File: config.mk
export PLATFORM = sky130hd
export DESIGN_NAME = input_conditioner
export DESIGN_NICKNAME = d
export VERILOG_FILES = /design/src/rtl/input_conditioner.sv
export SDC_FILE = /design/constraint.sdc
export NUM_CORES = 1
export LEC_CHECK = 0
export CAP_MARGIN = 15
export CORE_UTILIZATION = 38
export DETAILED_ROUTE_END_ITERATION = 10
export DONT_BUFFER_PORTS = 1
export REMOVE_ABC_BUFFERS = 1
export SLEW_MARGIN = 20
export SYNTH_ARGS = -nofsm -noshare
export SYNTH_HDL_FRONTEND = slang
export SYNTH_SLANG_ARGS = --single-unit
File: constraint.sdc
create_clock -name clk -period 2.2 [get_ports clk]
set_input_delay 0 -clock clk [delete_from_list [all_inputs] [get_ports clk]]
set_output_delay 0 -clock clk [all_outputs]
set_load 0.02 [all_outputs]
File: src/rtl/input_conditioner.sv
// Switch/pushbutton front end: two-flop synchroniser, per-bit debounce,
// press-event pulses and sticky press flags, presented as zero-extended words.
module input_conditioner #(
  parameter int WIDTH           = 64,
  parameter int N_SW            = 4,
  parameter int N_PB            = 4,
  parameter int DEBOUNCE_CYCLES = 500000
) (
  input  logic             clk,
  input  logic             rst,
  input  logic [N_SW-1:0]  sw_raw,
  input  logic [N_PB-1:0]  pb_raw,
  input  logic             clr_en,
  input  logic [N_PB-1:0]  clr_mask,
  output logic [WIDTH-1:0] swOut,
  output logic [WIDTH-1:0] pshOut,
  output logic [N_PB-1:0]  psh_evt
);

  localparam int NB = N_SW + N_PB;
  localparam int CW = $clog2(DEBOUNCE_CYCLES);
  localparam logic [CW-1:0] CNT_MAX = CW'(DEBOUNCE_CYCLES - 1);

  // Switches occupy the low bits, pushbuttons the high bits of one vector.
  logic [NB-1:0] raw;
  logic [NB-1:0] s1_q, s2_q;
  logic [NB-1:0] stb_lvl;
  logic [NB-1:0] flip;

  assign raw = {pb_raw, sw_raw};

  always_ff @(posedge clk) begin
    if (rst) begin
      s1_q <= '0;
      s2_q <= '0;
    end else begin
      s1_q <= raw;
      s2_q <= s1_q;
    end
  end

  genvar gi;
  generate
    for (gi = 0; gi < NB; gi++) begin : g_deb
      logic [CW-1:0] cnt_q, cnt_d;
      logic          stb_q, stb_d;
      logic          differ;

      assign differ      = s2_q[gi] != stb_q;
      assign flip[gi]    = differ && (cnt_q == CNT_MAX);
      assign stb_lvl[gi] = stb_q;

      // Any cycle of agreement restarts the count from zero.
      always_comb begin
        cnt_d = '0;
        stb_d = stb_q;
        if (differ) begin
          if (cnt_q == CNT_MAX) stb_d = s2_q[gi];
          else                  cnt_d = cnt_q + CW'(1);
        end
      end

      always_ff @(posedge clk) begin
        if (rst) begin
          cnt_q <= '0;
          stb_q <= 1'b0;
        end else begin
          cnt_q <= cnt_d;
          stb_q <= stb_d;
        end
      end
    end
  endgenerate

  logic [N_PB-1:0] rise;
  logic [N_PB-1:0] evt_q;
  logic [N_PB-1:0] sticky_q, sticky_d;

  // A flip towards 1 is exactly a debounced 0->1 transition.
  assign rise = flip[NB-1:N_SW] & s2_q[NB-1:N_SW];

  always_comb begin
    sticky_d = (sticky_q & ~(clr_mask & {N_PB{clr_en}})) | rise;
  end

  always_ff @(posedge clk) begin
    if (rst) begin
      evt_q    <= '0;
      sticky_q <= '0;
    end else begin
      evt_q    <= rise;
      sticky_q <= sticky_d;
    end
  end

  assign psh_evt = evt_q;

  always_comb begin
    swOut                  = '0;
    swOut[N_SW-1:0]        = stb_lvl[N_SW-1:0];
    pshOut                 = '0;
    pshOut[N_PB-1:0]       = stb_lvl[NB-1:N_SW];
    pshOut[2*N_PB-1:N_PB]  = sticky_q;
  end

endmodule

### Word-level counts from Yosys, hierarchy flattened

Index checks and enable logic that the tools add are counted.

* reduce and logical (&&, ||, !) cells: 20
* eq/ne operators: 16
* bitwise gates (word level): 13
* add/subtract/negate cells: 8

Operators with widths (number)
* $add A19 B1 Y19 const B: 8
* $eq A19 B19 Y1 const B: 8
* $reduce_or A3 Y1: 8
* $reduce_and A2 Y1: 8
* $and A4 B4 Y4: 3
* $ne A1 B1 Y1: 8
* $not A1 Y1: 8
* $logic_and A1 B1 Y1: 4
* $not A4 Y4: 1
* $or A4 B4 Y4: 1

* register bits: 184

### Longest topological paths before layout

* depth after elaboration: 4
* depth in mapped cells: 7
* gate-level depth less buffers: 5

### Worst setup path before layout

Ideal clock, no wire load.

* path kind: register to register
* from: register g_deb[4].cnt_q[9]
* to: register g_deb[4].cnt_q[12]
* arrival: 1.828 ns
* buffers on the path: 1
* period minus slack after synthesis: 1.942 ns
* data required time: 2.085 ns
* cell stages (with the launch flop): 6
* setup slack: 0.258 ns
* library setup time: 0.115 ns
* path through: dfxtp_1 or4b_4 or4b_4 o21ai_4 buf_6 nor2_1

* word-level cells in the longest chain between the ends: 2

Ends and longest elaborated chain
* start, declared: RTL line 45 `logic [CW-1:0] cnt_q, cnt_d;`
* start signal, assigned: RTL line 68 `cnt_q <= cnt_d;`
* parallel branches: the longest is 2 deep, another holds $add A19 B1 Y19

Several ways; the timed one is not identified.
A chain may end at the register's enable or synchronous reset.

### Final worst setup path

* from: register g_deb[3].cnt_q[8]
* to: register g_deb[3].cnt_q[3]

* word-level cells in the longest chain between the ends: 2

Ends and longest elaborated chain
* start, declared: RTL line 45
* start signal, assigned: RTL line 68
* $eq A19 B19 Y1: RTL line 58 `if (cnt_q == CNT_MAX) stb_d = s2_q[gi];`
* $reduce_or A3 Y1 (no line)

Every way passes these cells.

==> run metrics <==
run status completed; EDFF count, synth 0; CP endpoint kind register; crit path launch type register; Mapped Area approximately 0.009 mm^2; CTS tree done; die extent in y around 160 um; hold_ws ~230 ps; vias in the first global route approximately 6000; Yosys reg bits ~180; Core Rows 55; period utilisation layout between 90% and 100%; drc violations 0; unrepaired setup endpoints after global routing no; syn avg cell area about 8.7 um^2; worst min-delay path category input pin to register; Post-CTS Setup Repair Bufs 0; Sequential Area 0.00368 mm^2; Crit Reg-Reg Startpoint g_deb[3].cnt_q[8]; pin count of the biggest net entering global routing 32; Final ANT Viol Nets 0; final setup vio count 0; Core Footprint about 0.023 mm^2; Synth-to-Final Area Change 8.66%; I/O Buffers 0; cell area after layout just under 0.01 mm^2; Max Root-Sink Buffers 2; CTS clk-pin slew, worst paths roughly 70 ps; Avg WL per Cell about 12 um; final core utilization between 40% and 50%; total grt overflow 0; Final Non-Filler Cells roughly 1400; first-pass GRT wire length ~27000 um; H-tree depth 4; f_max approximately 480 MHz; GRT Util Overall between 10 and 15%; routed wire length between 15000 and 20000 um; fraction of registers with async set/reset 0%; FILL cells between 2000 and 2500; worst hold path depth 2; Crit path required time between 2000 and 3000 ps; Nets roughly 1100; Max-cap violations 0; antenna violations before repair 0; GPL Wtd Cong ~0.84; clk_lat worst skew 430 ps; setup TNS 0 ps; register area share after synthesis 40.9%; HPWL Detailed between 10000 and 15000 um; Slew @ Worst Pin around 660 ps; min-delay src pb_raw[0]; CP max FO 17; most frequent cells in the layout dfxtp_1, nor2_1, conb_1; vias per cell ~4.7; commonest non-fill, non-tap cell in the layout dfxtp_1; WP data arrival around 2400 ps; drt pass-1 iters 4; Main synth FF type dfxtp_1; clock period minus worst slack between 2000 and 2500 ps; P_leak around 3.2 nW; layout cell share with drive strength beyond 1 under 10%; area used by multi-input combinational logic 0.00460 mm^2; Setup CP Type register to register; max-slew violations 0; Final Hold Fails 0; CTS Buf Count 17; clk sinks ~180; Yosys warnings 0; Unique masters post-synth 52; R2R depth 4; Pwr per Cell Area 672 mW/mm^2; Root Driver clkbuf_16; r2r setup slk ~120 ps; die area ~0.024 mm^2; Peak VDD IR just under 0.4 mV; DP Area just over 0.009 mm^2; post-CTS sizing 0; Post-Synthesis Cells roughly 1000; # IOs about 150; Vias 6586; Starting Density 39.3%; Hold Crit Endpoint s1_q[4]; placed insts approximately 1300; ant diodes 0; Reg2Reg Capture Point g_deb[3].cnt_q[3]; drt first-iter violations between 300 and 400; clock skew 12.9 ps; Die W approximately 160 um; max_slew headroom a little under three fifths
-- synth_stat cells, drive strengths merged, types with 12 or more instances --
library cell / n / area [um^2]
or3: 13 / 81.3
nor3: 26 / 130
nand4: 48 / 325
nor2: 145 / 544
nand3: 57 / 285
nand2: 51 / 191
clkbuf: 12 / 45.0
o21ai: 18 / 105
xor2: 46 / 403
dfxtp: 184 / 3680
nor2b: 16 / 100
nor4: 31 / 194
or4: 20 / 165
xnor2: 72 / 631
inv: 31 / 116
a21oi: 28 / 140
buf: 132 / 987
-- what timing repair did --
| item | in CTS | in global routing |
|---|---|---|
| endpoints found under the setup margin | 0 | 0 |
| hold endpoints to repair | 49 | 0 |
| hold buffers | 16 | 0 |
-- registers in the layout, summed over array words and instances (netlist names) --
register and count:
g_deb.stb_q 8, g_deb.cnt_q 152, s2_q 8, psh_evt 4, s1_q 8, sticky_q 4
-- power breakdown --
| part | internal, mW | switching [mW] | total, mW |
|---|---|---|---|
| clock network | 1.60 | 1.34 | 2.93 |
| logic | 0.0499 | 0.231 | 0.281 |
| registers | 3.35 | 0.00972 | 3.36 |
| total | 5.00 | 1.58 | 6.57 |
-- worst max-delay path, stage by stage (launching register included) --
cell and delay [ps]:
dfxtp_1 400, or4bb_1 490, or4_4 560, o21bai_4 390, nor2_1 110
-- area by class of cell --
| cell class | instances | area share (%) |
|---|---|---|
| multi-input cells | 787 | 47.0 |
| flip-flops and latches | 184 | 37.7 |
| clock buffers | 18 | 4.49 |
| repair buffers | 47 | 4.38 |
| well taps | 313 | 4.00 |
| clock inverters | 13 | 1.24 |
| inverters | 31 | 1.19 |
-- how the worst max path moves through the flow --
stage	cells past startpoint	end	start	slack, ps
2_1_floorplan	4	g_deb[4].cnt_q[10]	g_deb[4].cnt_q[9]	270
3_3_place_gp	4	g_deb[3].cnt_q[3]	g_deb[3].cnt_q[8]	180
3_5_place_dp	4	g_deb[3].cnt_q[8]	g_deb[3].cnt_q[8]	130
4_1_cts	4	g_deb[3].cnt_q[3]	g_deb[3].cnt_q[8]	120
5_1_grt	4	g_deb[3].cnt_q[5]	g_deb[3].cnt_q[8]	50
6_report	4	g_deb[3].cnt_q[3]	g_deb[3].cnt_q[8]	120
-- logic make-up (layout without fill, tap and decap cells) --
family          after synthesis  after routing  synth area share (%)
xor+xnor                    118            118                  11.5
compound gates               76             76                  5.73
simple gates                469            469                  28.0
fa+ha+maj                     8              8                  1.11
flops                       184            184                  40.9
buf+inv                     175            109                  12.8
other cells                   1            116                0.0417
-- per-layer routing --
metal	routed length (um)	vias up	GRT usage, %
li1	-	3408	-
met1	7830	3074	17.3
met4	201	0	4.81
met5	0	-	0
met3	434	17	2.94
met2	7930	87	23.7
-- through the flow --
| step | total power, mW | worst slack, ps |
|---|---|---|
| CTS | 6.68 | 121 |
| global route | 6.85 | 54.4 |
| floorplan | 3.65 | 271 |
| global placement | 3.68 | 177 |
| detailed placement | 3.68 | 135 |
| finish | 6.57 | 123 |
(Power assumes the default switching activity.)
